`src/rtl/plot_receiver_if.sv`:
```
// Pixel-plot request bus and framebuffer write port shared by the drawing
// datapaths (master) and the plot receiver (slave).
interface plot_receiver_if;
  logic [7:0]  x;
  logic [6:0]  y;
  logic [23:0] colour;
  logic        plot;
  logic        busy;
  logic [14:0] fb_addr;
  logic [23:0] fb_colour;
  logic        fb_we;
  logic        fb_ready;

  modport master (
    output x, y, colour, plot, fb_ready,
    input  busy, fb_addr, fb_colour, fb_we
  );

  modport slave (
    input  x, y, colour, plot, fb_ready,
    output busy, fb_addr, fb_colour, fb_we
  );
endinterface

```
`src/rtl/plot_receiver.sv`:
```
// Clips plot requests to the screen, turns them into linear framebuffer
// addresses and queues them in a show-ahead FIFO drained by fb_ready.
module plot_receiver #(
  parameter int DEPTH  = 4,
  parameter int WIDTH  = 160,
  parameter int HEIGHT = 120
) (
  input  logic            clk,
  input  logic            reset,
  plot_receiver_if.slave  pif,
  output logic [7:0]      clipped_o,
  output logic [7:0]      overflow_o
);

  localparam int PtrW = $clog2(DEPTH);
  localparam logic [8:0]    WidthX  = 9'(WIDTH);
  localparam logic [7:0]    HeightY = 8'(HEIGHT);
  localparam logic [14:0]   WidthA  = 15'(WIDTH);
  localparam logic [PtrW:0] DepthC  = (PtrW + 1)'(DEPTH);

  typedef struct packed {
    logic [14:0] addr;
    logic [23:0] colour;
  } entry_t;

  entry_t          mem_q [DEPTH];
  entry_t          headEntry;
  logic [PtrW-1:0] head_q, head_d;
  logic [PtrW-1:0] tail_q, tail_d;
  logic [PtrW:0]   count_q, count_d;
  logic [7:0]      clipped_q, clipped_d;
  logic [7:0]      overflow_q, overflow_d;
  logic [14:0]     linAddr;
  logic            inRange, full, empty;
  logic            clipEv, pushEn, dropEv, popEn;

  // y*WIDTH as a sum of shifted copies of y, one per set bit of WIDTH
  always_comb begin
    linAddr = {7'd0, pif.x};
    for (int k = 0; k < 15; k++) begin
      if (WidthA[k]) linAddr = linAddr + ({8'd0, pif.y} << k);
    end
  end

  assign inRange = ({1'b0, pif.x} < WidthX) && ({1'b0, pif.y} < HeightY);
  assign full    = (count_q == DepthC);
  assign empty   = (count_q == '0);
  assign clipEv  = pif.plot && !inRange;
  assign pushEn  = pif.plot && inRange && !full;
  assign dropEv  = pif.plot && inRange && full;
  assign popEn   = !empty && pif.fb_ready;

  always_comb begin
    head_d     = popEn  ? head_q + 1'b1 : head_q;
    tail_d     = pushEn ? tail_q + 1'b1 : tail_q;
    count_d    = count_q;
    case ({pushEn, popEn})
      2'b10:   count_d = count_q + 1'b1;
      2'b01:   count_d = count_q - 1'b1;
      default: count_d = count_q;
    endcase
    clipped_d  = (clipEv && clipped_q != 8'hFF) ? clipped_q + 8'd1 : clipped_q;
    overflow_d = (dropEv && overflow_q != 8'hFF) ? overflow_q + 8'd1 : overflow_q;
  end

  always_ff @(posedge clk) begin
    if (reset) begin
      head_q     <= '0;
      tail_q     <= '0;
      count_q    <= '0;
      clipped_q  <= '0;
      overflow_q <= '0;
    end else begin
      head_q     <= head_d;
      tail_q     <= tail_d;
      count_q    <= count_d;
      clipped_q  <= clipped_d;
      overflow_q <= overflow_d;
    end
  end

  // Storage needs no reset: occupancy alone decides what is valid
  always_ff @(posedge clk) begin
    if (pushEn && !reset) mem_q[tail_q] <= '{addr: linAddr, colour: pif.colour};
  end

  assign headEntry     = mem_q[head_q];
  assign pif.busy      = full;
  assign pif.fb_we     = !empty;
  assign pif.fb_addr   = empty ? 15'd0 : headEntry.addr;
  assign pif.fb_colour = empty ? 24'd0 : headEntry.colour;
  assign clipped_o     = clipped_q;
  assign overflow_o    = overflow_q;

endmodule

```
`src/flat_wrapper.sv`:
```
// flat-port wrapper written by rule: the top's interface ports become plain ports
module plot_receiver_flat 
#(
  parameter int DEPTH  = 4,
  parameter int WIDTH  = 160,
  parameter int HEIGHT = 120
)
  (clk, reset, clipped_o, overflow_o, pif_x, pif_y, pif_colour, pif_plot, pif_fb_ready, pif_busy, pif_fb_addr, pif_fb_colour, pif_fb_we);
  plot_receiver_if pif_i ();
  input  logic clk;
  input  logic reset;
  output logic [7:0] clipped_o;
  output logic [7:0] overflow_o;
  input wire logic [$bits(pif_i.x)-1:0] pif_x;
  input wire logic [$bits(pif_i.y)-1:0] pif_y;
  input wire logic [$bits(pif_i.colour)-1:0] pif_colour;
  input wire logic [$bits(pif_i.plot)-1:0] pif_plot;
  input wire logic [$bits(pif_i.fb_ready)-1:0] pif_fb_ready;
  output wire logic [$bits(pif_i.busy)-1:0] pif_busy;
  output wire logic [$bits(pif_i.fb_addr)-1:0] pif_fb_addr;
  output wire logic [$bits(pif_i.fb_colour)-1:0] pif_fb_colour;
  output wire logic [$bits(pif_i.fb_we)-1:0] pif_fb_we;
  assign pif_i.x = pif_x;
  assign pif_i.y = pif_y;
  assign pif_i.colour = pif_colour;
  assign pif_i.plot = pif_plot;
  assign pif_i.fb_ready = pif_fb_ready;
  assign pif_busy = pif_i.busy;
  assign pif_fb_addr = pif_i.fb_addr;
  assign pif_fb_colour = pif_i.fb_colour;
  assign pif_fb_we = pif_i.fb_we;
  plot_receiver #(.DEPTH(DEPTH), .WIDTH(WIDTH), .HEIGHT(HEIGHT)) u_core (.clk(clk), .reset(reset), .pif(pif_i), .clipped_o(clipped_o), .overflow_o(overflow_o));
endmodule
```
`config.mk`:
```
export PLATFORM = sky130hd
export DESIGN_NAME = plot_receiver_flat
export DESIGN_NICKNAME = d
export VERILOG_FILES = /design/src/rtl/plot_receiver_if.sv /design/src/rtl/plot_receiver.sv /design/src/flat_wrapper.sv
export SDC_FILE = /design/constraint.sdc
export NUM_CORES = 1
export LEC_CHECK = 0
export ABC_AREA = 1
export CAP_MARGIN = 15
export CORE_ASPECT_RATIO = 1.25
export CORE_MARGIN = 1
export CORE_UTILIZATION = 55
export CTS_CLUSTER_DIAMETER = 50
export DETAILED_ROUTE_END_ITERATION = 10
export HOLD_SLACK_MARGIN = 0.12
export PLACE_DENSITY = 0.76
export SYNTH_ARGS = -nofsm -noshare
export SYNTH_HDL_FRONTEND = slang
export SYNTH_SLANG_ARGS = --single-unit
```
`constraint.sdc`:
```
create_clock -name clk -period 4.8 [get_ports clk]
set_clock_uncertainty 0.15 [all_clocks]
set_input_delay 0.96 -clock clk [delete_from_list [all_inputs] [get_ports clk]]
set_output_delay 0.96 -clock clk [all_outputs]
set_load 0.01 [all_outputs]
```
==> flow_summary.ini <==
[clocking]
post_cts_resized = 0
holdBufCountCts = 0
cts_buffers = 17
post_cts_buffers = 0
root_buffer = clkbuf_16
cts_buffer_depth = 2
cts.reportedPaths.clkPinSlew_ns = 0.07
htreeDepth = 4
cts_tree = done
worstSkewPairLatency_ns = 0.42
clock_sinks = 181

[global_route]
grt_pass1_wl_mm = 26.80
grt_max_degree = 79
antenna_found_initial = 0
grt_overflow = 0
grtUsageTotal = 0.2398
grt_pass1_vias = 5614

[run_status]
status = completed

[floorplanning]
start_util = 0.5672
fp.dieH_um = 135.7
dieWidth_um = 109.0
ioPinCount = 100
core-area_um2 = 13870
placementRows = 48
fp.dieArea_um2 = 14790

[setup_path]
crit_family = buffers and inverters
critPathRequiredTime_ns = 3.69
r2r_slack_ns = 2.42
max_stage_delay_ns = 0.93
critPathKind = reg2out
worstPathCellList = inv_2, nor2_1, o21ai_0, a21oi_1, clkdlybuf4s50_1
worstSetupStartpointType = flop
r2r_start = u_core.count_q[1]
crit_buf_inv = 2
crit_arrival_ns = 3.06
cp_max_fo = 40
critPathSlowestCell = dfxtp_2
worst_setup_path_end_kind = output port
timing.rr.end = u_core.mem_q[0][23]
reg2reg_depth = 5

[finish]
antenna_cells = 0
seqCellArea_um2 = 5187
multi_input_area_um2 = 2381
syn_to_final_growth_pct = 23.28
drive_above_1_share = 0.08043
nFillCells = 990
num-nets-final = 883

[drt]
dr.pass1.iters = 5
wire_per_inst_um = 16.66
vias_per_cell = 5.553
vias = 5597
drc = 0
drtIter0Drc = 366
routed_wl_mm = 16.79
postRouteAntennaNets = 0

[timing]
final.min_clock_period_ns = 4.175
fmax_ghz = 0.2395
fin_crit_sh = 0.8697
worstMarginPinSlew_ns = 0.9085
setup_viol = 0
relSlewSlack = 0.3943
fin_tns_setup_ns = 0
hold_violations = 0
slew_violations = 0
rsz0062_at_grt = false

[logic_synthesis]
yosysWarningCount = 0
ys_async_sr_fraction = 0
syn_nets = 787
synth_edf_count = 156
syn_area_um2 = 7869
yosysSeqAreaShare = 0.6589
synthFlopType = edfxtp_1
ys_ff_latch = 181
ys_top_cells_by_area = edfxtp_1, nor2_1, dfxtp_1
synthDistinctLibCells = 32
yosys.area.top_type = edfxtp_1
postSynthCellCount = 725
synth_top_area_frac = 0.5953
avgSynthCellArea_um2 = 10.85

[flow_run]
maxCapViolations = 0

[worst_hold_path]
hold_path_class = reg2reg
hold_depth = 1
hold_end = u_core.head_q[0]
hold_start = u_core.head_q[0]

[power]
powerDensity_nw_per_um2 = 497.2
p_leak_nw = 3.480
power.total_mw = 4.823
ir_drop_mv = 0.3353

[place]
io_buffers = 99
place.detailed.hpwl_mm = 10.29
gp_congestion = 0.8168
-- cells in the mapped netlist (8+ instances only) --
library cell	instances
nand3_1	20
buf_2	11
nand2_1	49
ha_1	16
inv_1	46
dfxtp_1	25
nor2_1	178
clkbuf_1	14
edfxtp_1	156
o21ai_0	84
xor2_1	8
a21oi_1	65
-- stage by stage --
stage	std cells	instance area, um2	util	setup WS (ns)	hold WS [ns]
2_1_floorplan	725	7869	-	0.9773	0.2915
3_3_place_gp	976	9055	0.6527	0.8957	0.3004
6_report	1008	9701	0.6992	0.6254	0.3323
5_1_grt	1008	9701	0.6992	0.3937	0.3660
4_1_cts	1007	9681	0.6978	0.4955	0.3345
3_5_place_dp	976	9055	0.6527	0.7508	0.3169
-- layer usage --
layer,GRT usage,routed length (um),vias up
met1,0.2839,6635,2722
met3,0.06013,1020,24
met2,0.4252,8892,167
li1,-,-,2684
met5,0,0,-
met4,0.07132,246,0
-- sequential cells by signal, summed over array words and instances (netlist names), named ones only --
signal,cells
u_core.mem_q,156
u_core.clipped_o,8
u_core.overflow_o,8
u_core.count_q,3
u_core.head_q,2
u_core.tail_q,2
-- worst reg2reg max path, delay by kind of cell, from the launching register on --
family                 cells  cell delay, ns
DFF                        1            0.48
and+or+nand+nor            4            0.87
buffers and inverters      1            0.48
-- how the worst max path moves through the flow --
stage	from	endpoint	slack, ns	cells after the start
after floorplan	pif_x[6]	u_core.mem_q[0][0]	0.98	5
after global placement	pif_x[5]	u_core.mem_q[0][36]	0.90	14
after detailed placement	pif_x[5]	u_core.mem_q[0][36]	0.75	14
after CTS	flop	pif_fb_addr[0]	0.50	5
after global routing	flop	pif_fb_colour[20]	0.39	5
final	flop	pif_fb_addr[0]	0.63	5
-- power breakdown --
part | internal [mW] | switching (mW) | total (mW)
Clock | 0.877 | 0.580 | 1.46
Combinational | 0.661 | 0.858 | 1.52
Sequential | 1.79 | 0.0536 | 1.85
Total | 3.33 | 1.49 | 4.82
-- logic make-up (layout without fill, tap and decap cells) --
kind of cell	count (synthesis)	in the layout	share of synthesized area
xor+xnor	15	15	0.01670
flops	181	181	0.6589
buf+inv	82	190	0.04309
compound gates	159	159	0.1022
simple gates	269	269	0.1460
fa+ha+maj	19	19	0.03307
-- placed cells by master, fill, tap and decap left out, types with 2 or more instances in the layout --
master,n
nor2_1,174
edfxtp_1,156
clkdlybuf4s50_1,99
o21ai_0,84
a21oi_1,65
nand2_1,49
inv_1,46
dfxtp_1,23
nand3_1,20
clkbuf_16,17
ha_1,16
xor2_1,8
xnor2_1,7
o21ai_1,6
buf_4,6
inv_2,5
nor2_4,5
nand2_2,4
nand4_1,4
bufinv_16,4
nor2_2,3
fa_1,3
clkinv_4,3
inv_6,3
buf_12,3
nor3_4,2
a31oi_1,2
nand3_2,2
nand3b_1,2
nand2_4,2
dfxtp_2,2
-- cell type report --
class | instances | share of cell area
repair buffers | 108 | 0.1130
flip-flops and latches | 181 | 0.5348
inverters | 51 | 0.01973
well taps | 175 | 0.02257
clock inverters | 14 | 0.02064
clock buffers | 17 | 0.04385
multi-input cells | 462 | 0.2455
Note: power is estimated with default switching activity, not from simulation.
